**src/rtl/cpu_isa_pkg.sv**
```systemverilog
// Shared ISA definitions for the multi-cycle core: opcode values,
// BRANCH control encodings and instruction field positions.
package cpu_isa_pkg;

    // Instruction field positions
    localparam int OPC_MSB = 31;
    localparam int OPC_LSB = 28;
    localparam int IMM_MSB = 15;
    localparam int IMM_LSB = 0;
    localparam int IMM_W   = IMM_MSB - IMM_LSB + 1;

    // Opcodes carried in ir[OPC_MSB:OPC_LSB]
    typedef enum logic [3:0] {
        OPC_ALU   = 4'h0,
        OPC_ALUI  = 4'h1,
        OPC_LOAD  = 4'h2,
        OPC_STORE = 4'h3,
        OPC_LDI   = 4'h4,
        OPC_MOV   = 4'h5,
        OPC_CMOV  = 4'h6,
        OPC_BR    = 4'h7,
        OPC_BMI   = 4'h8,
        OPC_BPL   = 4'h9,
        OPC_BZ    = 4'hA,
        OPC_IN    = 4'hB,
        OPC_OUT   = 4'hC,
        OPC_NOP   = 4'hE,
        OPC_HALT  = 4'hF
    } opcode_e;

    // BRANCH codes driven by the control FSM
    localparam logic [2:0] BR_NONE = 3'b000;
    localparam logic [2:0] BR_BR   = 3'b001;
    localparam logic [2:0] BR_BMI  = 3'b010;
    localparam logic [2:0] BR_BPL  = 3'b011;
    localparam logic [2:0] BR_BZ   = 3'b100;
    localparam logic [2:0] BR_CMOV = 3'b101;

    // Instruction word loaded into IR on reset and on an aborted fetch
    localparam logic [31:0] NOP_WORD = 32'hE000_0000;

    // Extract the opcode field from an instruction word
    function automatic logic [3:0] opcode_of(input logic [31:0] word);
        return word[OPC_MSB:OPC_LSB];
    endfunction

endpackage

```
**src/rtl/branch_resolve.sv**
```systemverilog
// Combinational branch / CMOV condition resolver. Given the BRANCH code,
// the ALU flags, the current PC and the immediate, it reports whether the
// branch is taken, the PC-relative target, the CMOV condition and whether
// the code is a reserved (illegal) one.
module branch_resolve
    import cpu_isa_pkg::*;
#(
    parameter int PC_W = 16
) (
    input  logic [2:0]       branch_i,
    input  logic             flag_n_i,
    input  logic             flag_z_i,
    input  logic [PC_W-1:0]  pc_i,
    input  logic [IMM_W-1:0] imm_i,
    output logic             taken_o,
    output logic [PC_W-1:0]  target_o,
    output logic             cmov_cond_o,
    output logic             illegal_o
);

    logic [PC_W-1:0] off_s;

    // Sign-extend (or truncate) the immediate to PC width; the target is
    // relative to the already-incremented PC.
    assign off_s       = PC_W'($signed(imm_i));
    assign target_o    = pc_i + off_s;
    assign cmov_cond_o = ~flag_z_i;

    // Decode the BRANCH code into a taken decision and an illegal flag
    always_comb begin
        taken_o   = 1'b0;
        illegal_o = 1'b0;
        case (branch_i)
            BR_NONE: taken_o = 1'b0;
            BR_BR:   taken_o = 1'b1;
            BR_BMI:  taken_o = flag_n_i;
            BR_BPL:  taken_o = ~flag_n_i & ~flag_z_i;
            BR_BZ:   taken_o = flag_z_i;
            BR_CMOV: taken_o = 1'b0;
            default: illegal_o = 1'b1;
        endcase
    end

endmodule

```
**src/rtl/fetch_pc_unit.sv**
```systemverilog
// Fetch / PC unit: owns PC and IR, fetches instruction words over a
// request/ready handshake with a bounded wait, and applies branch
// redirects and the CMOV condition on request from the control FSM.
module fetch_pc_unit
    import cpu_isa_pkg::*;
#(
    parameter int PC_W    = 16,
    parameter int INSTR_W = 32,
    parameter int TIMEOUT = 15
) (
    input  logic               clk,
    input  logic               reset,
    input  logic               fetch_req,
    input  logic               br_strobe,
    input  logic [2:0]         BRANCH,
    input  logic               flag_n,
    input  logic               flag_z,
    output logic               imem_req,
    output logic [PC_W-1:0]    imem_addr,
    input  logic [INSTR_W-1:0] imem_rdata,
    input  logic               imem_ready,
    output logic [PC_W-1:0]    pc,
    output logic [INSTR_W-1:0] ir,
    output logic [3:0]         op_code,
    output logic               ir_valid,
    output logic               cmov_ok,
    output logic               fetch_err,
    output logic               seq_err
);

    localparam int CNT_W = $clog2(TIMEOUT + 1);
    localparam logic [CNT_W-1:0] TIMEOUT_C = CNT_W'(TIMEOUT);
    localparam logic [CNT_W-1:0] CNT_ONE   = CNT_W'(1);
    localparam logic [PC_W-1:0]  PC_ONE    = PC_W'(1);

    localparam logic [1:0] ST_IDLE = 2'd0;
    localparam logic [1:0] ST_REQ  = 2'd1;
    localparam logic [1:0] ST_WAIT = 2'd2;

    logic [1:0]         state_q, state_d;
    logic [PC_W-1:0]    pc_q, pc_d;
    logic [INSTR_W-1:0] ir_q, ir_d;
    logic               req_q, req_d;
    logic [CNT_W-1:0]   cnt_q, cnt_d;
    logic               irv_q, irv_d;
    logic               cmov_q, cmov_d;
    logic               ferr_q, ferr_d;
    logic               serr_q, serr_d;

    logic               br_taken_s;
    logic [PC_W-1:0]    br_target_s;
    logic               br_cmov_s;
    logic               br_illegal_s;
    logic [CNT_W-1:0]   cnt_inc_s;

    branch_resolve #(
        .PC_W (PC_W)
    ) u_branch_resolve (
        .branch_i    (BRANCH),
        .flag_n_i    (flag_n),
        .flag_z_i    (flag_z),
        .pc_i        (pc_q),
        .imm_i       (ir_q[IMM_MSB:IMM_LSB]),
        .taken_o     (br_taken_s),
        .target_o    (br_target_s),
        .cmov_cond_o (br_cmov_s),
        .illegal_o   (br_illegal_s)
    );

    // Number of WAIT cycles elapsed including the current one
    assign cnt_inc_s = cnt_q + CNT_ONE;

    // Next-state logic for the fetch FSM, PC/IR and status flags
    always_comb begin
        state_d = state_q;
        pc_d    = pc_q;
        ir_d    = ir_q;
        req_d   = req_q;
        cnt_d   = cnt_q;
        irv_d   = 1'b0;
        cmov_d  = cmov_q;
        ferr_d  = ferr_q;
        serr_d  = serr_q;
        case (state_q)
            ST_IDLE: begin
                cnt_d = '0;
                // Branch is applied before a same-cycle fetch so the
                // fetch uses the redirected PC.
                if (br_strobe) begin
                    if (br_taken_s) begin
                        pc_d = br_target_s;
                    end else begin
                        pc_d = pc_q;
                    end
                    if (BRANCH == BR_CMOV) begin
                        cmov_d = br_cmov_s;
                    end else begin
                        cmov_d = cmov_q;
                    end
                    if (br_illegal_s) begin
                        serr_d = 1'b1;
                    end else begin
                        serr_d = serr_q;
                    end
                end else begin
                    pc_d = pc_q;
                end
                if (fetch_req) begin
                    state_d = ST_REQ;
                    req_d   = 1'b1;
                end else begin
                    state_d = ST_IDLE;
                    req_d   = 1'b0;
                end
            end
            ST_REQ: begin
                cnt_d = '0;
                if (fetch_req || br_strobe) begin
                    serr_d = 1'b1;
                end else begin
                    serr_d = serr_q;
                end
                if (imem_ready) begin
                    ir_d    = imem_rdata;
                    pc_d    = pc_q + PC_ONE;
                    irv_d   = 1'b1;
                    req_d   = 1'b0;
                    state_d = ST_IDLE;
                end else begin
                    state_d = ST_WAIT;
                end
            end
            ST_WAIT: begin
                if (fetch_req || br_strobe) begin
                    serr_d = 1'b1;
                end else begin
                    serr_d = serr_q;
                end
                if (imem_ready) begin
                    ir_d    = imem_rdata;
                    pc_d    = pc_q + PC_ONE;
                    irv_d   = 1'b1;
                    req_d   = 1'b0;
                    state_d = ST_IDLE;
                end else if (cnt_inc_s == TIMEOUT_C) begin
                    // Abort: present a NOP so the FSM keeps running
                    ir_d    = NOP_WORD[INSTR_W-1:0];
                    ferr_d  = 1'b1;
                    irv_d   = 1'b1;
                    req_d   = 1'b0;
                    state_d = ST_IDLE;
                end else begin
                    cnt_d = cnt_inc_s;
                end
            end
            default: begin
                state_d = ST_IDLE;
                req_d   = 1'b0;
                cnt_d   = '0;
            end
        endcase
    end

    // State and output registers with synchronous reset
    always_ff @(posedge clk) begin
        if (reset) begin
            state_q <= ST_IDLE;
            pc_q    <= '0;
            ir_q    <= NOP_WORD[INSTR_W-1:0];
            req_q   <= 1'b0;
            cnt_q   <= '0;
            irv_q   <= 1'b0;
            cmov_q  <= 1'b0;
            ferr_q  <= 1'b0;
            serr_q  <= 1'b0;
        end else begin
            state_q <= state_d;
            pc_q    <= pc_d;
            ir_q    <= ir_d;
            req_q   <= req_d;
            cnt_q   <= cnt_d;
            irv_q   <= irv_d;
            cmov_q  <= cmov_d;
            ferr_q  <= ferr_d;
            serr_q  <= serr_d;
        end
    end

    assign imem_req  = req_q;
    assign imem_addr = pc_q;
    assign pc        = pc_q;
    assign ir        = ir_q;
    assign op_code   = opcode_of(ir_q);
    assign ir_valid  = irv_q;
    assign cmov_ok   = cmov_q;
    assign fetch_err = ferr_q;
    assign seq_err   = serr_q;

endmodule

```
**config.mk**
```make
export PLATFORM = sky130hd
export DESIGN_NAME = fetch_pc_unit
export DESIGN_NICKNAME = d
export VERILOG_FILES = /design/src/rtl/cpu_isa_pkg.sv /design/src/rtl/branch_resolve.sv /design/src/rtl/fetch_pc_unit.sv
export SDC_FILE = /design/constraint.sdc
export NUM_CORES = 1
export LEC_CHECK = 0
export BUFFER_PORTS_ARGS = -buffer_cell sky130_fd_sc_hd__buf_2
export CELL_PAD_IN_SITES_DETAIL_PLACEMENT = 2
export CELL_PAD_IN_SITES_GLOBAL_PLACEMENT = 2
export CORE_ASPECT_RATIO = 1.25
export CORE_MARGIN = 2
export CORE_UTILIZATION = 30
export CTS_CLUSTER_DIAMETER = 60
export DETAILED_ROUTE_END_ITERATION = 10
export PLACE_DENSITY = 0.87
export RECOVER_POWER = 100
export SLEW_MARGIN = 15
export SYNTH_ARGS = -nofsm -noshare
export SYNTH_HDL_FRONTEND = slang
export SYNTH_HIERARCHICAL = 1
export SYNTH_SLANG_ARGS = --single-unit
export TNS_END_PERCENT = 20
```
**constraint.sdc**
```tcl
create_clock -name clk -period 2.8 [get_ports clk]
set_clock_uncertainty 0.15 [all_clocks]
set_input_delay 0.42 -clock clk [delete_from_list [all_inputs] [get_ports clk]]
set_output_delay 0.42 -clock clk [all_outputs]
set_load 0.03 [all_outputs]
```
==> results.md <==
| Group | Item | This run |
|:---|:---|:---|
| worst setup path | Number of buffer and inverter instances along the worst setup path | 0 |
| clock network | CTS root buf | sky130_fd_sc_hd__clkbuf_16 |
| place | Weighted congestion reported at the end of routability-driven placement | 0.826 |
| synth | Area of the mapped netlist | 4130 µm² |
| clock network | Clock tree from TritonCTS | built |
| place | Placement-stage cell area | 4800 µm² |
| worst setup path | Largest fanout on the critical path | 8 |
| synth | Fraction of the yosys area taken by sequential cells | 28.6% |
| timing | Highest clock frequency the design can meet | 371 MHz |
| power and ir drop | Worst IR drop on VDD | 0.271 mV |
| hold path | Hold path startpoint | imem_rdata[15] |
| route | Detailed route wirelength on metal3 | 677 µm |
| hold path | Hold Path Sink | ir[15] |
| power and ir drop | Proportion of total power due to net switching | 36.5% |
| worst setup path | Worst reg-to-reg setup slack | 0.11 ns |
| clock network | TritonCTS sink count | 59 |
| worst setup path | Critical Path Slowest Stage Cell | sky130_fd_sc_hd__dfxtp_1 |
| cells and area | Leading cell types in the layout, fill and taps excluded | sky130_fd_sc_hd__clkbuf_1, sky130_fd_sc_hd__dfxtp_1, sky130_fd_sc_hd__inv_1 |
| clock network | Insertion delay to the later sink of the worst-skew pair | 0.34 ns |
| route | DRC errors left | 0 |
| clock network | Maximum level of the CTS H-tree | 3 |
| power and ir drop | Switching power summed over all nets | 1110 µW |
| floorplanning | Rows | 47 |
| synth | Top cells by area, synth | sky130_fd_sc_hd__dfxtp_1, sky130_fd_sc_hd__a32oi_1, sky130_fd_sc_hd__ha_1, sky130_fd_sc_hd__o41ai_1, sky130_fd_sc_hd__inv_1 |
| synth | Dominant cell type by area after synthesis | sky130_fd_sc_hd__dfxtp_1 |
| synth | Distinct cell type count of the synthesized netlist | 74 |
| route | Number of vias in the routed layout | 4432 |
| route | Detail Route Antenna Nets | 0 |
| timing | Count of final setup violators | 0 |
| route | Top layer used by detailed routing | met4 |
| floorplanning | Top Ports | 115 |
| global route | Total global routing overflow | 0 |
| worst setup path | Worst reg-to-reg path cell count | 8 |
| cells and area | Leading cell type in the layout, fill and taps excluded | sky130_fd_sc_hd__clkbuf_1 |
| global route | Initial antenna violation count | 0 |
| cells and area | Final standard cell area without fillers | 4980 µm² |
| outcome | Status | finished clean |
| floorplanning | Overall die area | 14700 µm² |
| route | Total routed wirelength | 16.7 mm |
| route | Routed wire length on met2 | 8.89 mm |
| route | DRT iter0 DRCs | 134 |
| synth | Total of flip-flops plus latches after synthesis | 59 |
| synth | Largest family of logic cells by synthesized area | compound AO/OA/AOI/OAI gates |
| synth | Synth Flop Type | sky130_fd_sc_hd__dfxtp_1 |
| timing | Pin slew with the least headroom to its limit | 1.27 ns |
| synth | Synth Area in Simple Gates | 15.6% |
| synth | Xor/xnor cell area share of the yosys netlist | 2.12% |
| place | Number of buffer cells added on primary ports | 114 |
| timing | Worst max-slew margin expressed relative to the limit | 15.1% |
| synth | Gate count of the mapped netlist | 496 |
| route | First drt pass iteration count | 4 |
| worst setup path | Crit-path max cell delay | 0.50 ns |
| global route | GRT Util Overall | 23.5% |
| worst setup path | Critical register-to-register path startpoint | imem_addr[1] |
| floorplanning | Height of the die | 135 µm |
| route | Average vias per placed instance | 5.77 |
| floorplanning | Die X | 109 µm |
| cells and area | Final Util | 37.3% |
| hold path | Tightest Hold Check Type | input pin to flip-flop |
| synth | Warnings, synthesis | 6 |
| worst setup path | Startpoint class of the critical path | flip-flop |
| power and ir drop | Power per unit of standard cell area | 610 nW/µm² |
| cells and area | ANT cells | 0 |
| place | DP Wirelength | 11.8 mm |
| run | Max capacitance violation total | 0 |
| power and ir drop | Clk pwr share | 37.2% |
| timing | Minimum hold slack | 0.139 ns |
| power and ir drop | LEAKAGE | 0.00191 µW |
| timing | Max-slew violation total from the final report | 0 |
| cells and area | Net count of the finished layout | 657 |
| global route | Number of global-route vias before repair | 4914 |
| clock network | Clock-pin slew reported for the worst setup and hold paths after clock tree synthesis | 0.06 ns |
| route | Post-route met1 wirelength | 6.79 mm |
| synth | Nets in the synthesized netlist | 560 |
| clock network | TritonCTS Buffers | 9 |
| worst setup path | Worst path required time | 2.86 ns |
| synth | Number of enable flip-flop cells after synthesis | 0 |
| cells and area | Share of final-layout standard cells stronger than drive strength 1 | 16.2% |
| timing | Smallest setup slack after layout | 0.107 ns |
| timing | Setup repair after global routing missed its margin | false |
| floorplanning | Starting density of the core | 31.0% |
| floorplanning | Core area | 13300 µm² |
| timing | Crit share post-route | 96.2% |
| power and ir drop | Register share of total power | 32.7% |
| timing | Final hold vios | 0 |
| worst setup path | Setup CP Type | flip-flop to flip-flop |
| worst setup path | Critical-path cell list | ha_1, a21oi_1, o211ai_2, and3_4, or2_4, o311a_1, a32oi_1, o221ai_1 |
| synth | Share of the synthesized area in the top cell type | 28.6% |
| worst setup path | Capturing point of the worst reg2reg path | imem_addr[13] |
| route | Routed WL per cell | 21.8 µm |
| worst setup path | Sort of element at the end of the critical path | flip-flop |
| synth | Synth async-reset ratio | 0% |
| synth | Mean Syn Cell Area | 8.33 µm² |
| global route | Largest net degree at the start of global routing | 43 |
| place | Post-placement setup slack | -0.0276 ns |
| worst setup path | Cell type group with the largest total delay on the critical path | compound AO/OA/AOI/OAI gates |
| timing | Time the final worst path needs with I/O delays and setup | 2.69 ns |
| power and ir drop | Internal power | 1930 µW |
| clock network | # hold bufs at CTS | 0 |
| synth | Multiplexer area fraction after synthesis | 1.21% |
| synth | Compound-Gate Fraction of Synth Area | 34.2% |
| synth | Synthesized-area fraction occupied by adder cells | 6.84% |
| hold path | Worst Hold Depth | 3 |
| clock network | Buffer depth of the longest clock path | 2 |
| power and ir drop | Combinational share of power | 30.1% |
| worst setup path | Endpoint arrival time on the critical path | 2.75 ns |
| cells and area | Layout overhead on the synthesized area | 20.5% |
| global route | Global-route wire length before repair | 26.9 mm |
[state kept, by name, summed over array words and instances, names as in the netlist]
name	cells
imem_addr	16
cmov_ok	1
ir	32
seq_err	1
fetch_err	1
imem_req	1
state_q	2
cnt_q	4
ir_valid	1
[logic make-up after synthesis]
| kind of cell | after synthesis |
|---|---|
| compound gates | 180 |
| xor+xnor | 10 |
| fa+ha+maj | 22 |
| buf+inv | 99 |
| flops | 59 |
| mux | 5 |
| simple gates | 121 |
[worst max-delay path by stage]
stage,from,end,cells after the start
after floorplan,imem_addr[0],imem_addr[8],10
after detailed placement,ir[0],imem_addr[8],10
final,imem_addr[1],imem_addr[13],8
after global routing,imem_addr[1],imem_addr[13],8
after global placement,ir[0],imem_addr[8],10
after CTS,ir[0],imem_addr[8],10
[routing by layer]
metal / vias up / track usage (%)
met5: - / 0
met4: 0 / 7.19
met3: 22 / 4.71
met2: 103 / 43.2
met1: 2229 / 26.8
li1: 2078 / -
[stage by stage]
stage	TNS (ns)	total power (µW)	cells
after CTS	0	3090	768
final	0	3040	768
after global placement	0	1880	753
after floorplan	0	1650	496
after global routing	0	3200	768
after detailed placement	-0.0276	1930	753
[worst reg2reg max path, delay by kind of cell, from the launching register on]
family	cells	cell delay [ns]
adders and majority gates	1	0.29
and+or+nand+nor	2	0.48
AOI/OAI and AO/OA	5	1.14
DFF	1	0.50
[power by group through the flow]
stage	Combinational [µW]	Clock, µW	Sequential [µW]
after CTS	945	1160	990
after detailed placement	926	0	1010
after global placement	880	0	998
after global routing	992	1200	1000
final	915	1130	993
after floorplan	509	0	1140
[timing repair]
action | CTS | global route
buffers inserted | 0 | 0
setup endpoints to repair | 1 | 4
resized for setup | 2 | 4
[cell usage after synthesis, types with 2 or more instances]
| cell type | number |
|---|---|
| sky130_fd_sc_hd__or3_2 | 2 |
| sky130_fd_sc_hd__o21ai_0 | 20 |
| sky130_fd_sc_hd__inv_1 | 48 |
| sky130_fd_sc_hd__nor2b_1 | 8 |
| sky130_fd_sc_hd__nand4_1 | 4 |
| sky130_fd_sc_hd__mux2i_1 | 5 |
| sky130_fd_sc_hd__dfxtp_1 | 59 |
| sky130_fd_sc_hd__clkbuf_1 | 23 |
| sky130_fd_sc_hd__a311oi_1 | 2 |
| sky130_fd_sc_hd__o41ai_2 | 6 |
| sky130_fd_sc_hd__o311a_1 | 2 |
| sky130_fd_sc_hd__a21o_1 | 6 |
| sky130_fd_sc_hd__buf_2 | 4 |
| sky130_fd_sc_hd__a32oi_1 | 30 |
| sky130_fd_sc_hd__and3_1 | 5 |
| sky130_fd_sc_hd__buf_4 | 20 |
| sky130_fd_sc_hd__o21a_1 | 2 |
| sky130_fd_sc_hd__o31a_1 | 2 |
| sky130_fd_sc_hd__nor4_1 | 4 |
| sky130_fd_sc_hd__or3_1 | 2 |
| sky130_fd_sc_hd__nor3_1 | 9 |
| sky130_fd_sc_hd__nand2b_1 | 4 |
| sky130_fd_sc_hd__o32a_1 | 4 |
| sky130_fd_sc_hd__xor2_1 | 4 |
| sky130_fd_sc_hd__a21oi_1 | 34 |
| sky130_fd_sc_hd__a41o_1 | 3 |
| sky130_fd_sc_hd__xnor2_1 | 6 |
| sky130_fd_sc_hd__or2_2 | 3 |
| sky130_fd_sc_hd__and2_1 | 4 |
| sky130_fd_sc_hd__nand3_1 | 18 |
| sky130_fd_sc_hd__nor2_1 | 19 |
| sky130_fd_sc_hd__o41a_1 | 3 |
| sky130_fd_sc_hd__nand2_1 | 26 |
| sky130_fd_sc_hd__o41ai_1 | 25 |
| sky130_fd_sc_hd__a211oi_1 | 10 |
| sky130_fd_sc_hd__o21bai_1 | 4 |
| sky130_fd_sc_hd__o211ai_1 | 2 |
| sky130_fd_sc_hd__a31oi_1 | 3 |
| sky130_fd_sc_hd__buf_6 | 3 |
| sky130_fd_sc_hd__ha_1 | 21 |
| sky130_fd_sc_hd__nor3b_1 | 4 |
[cell type report]
cell class	instances	area, µm²
Fill cell	1595	8370
Multi-Input combinational cell	338	2450
Sequential cell	59	1180
Timing Repair Buffer	137	654
Clock buffer	13	260
Tap cell	171	214
Inverter	48	180
Clock inverter	2	35.0
Note: power is estimated with default switching activity, not from simulation.
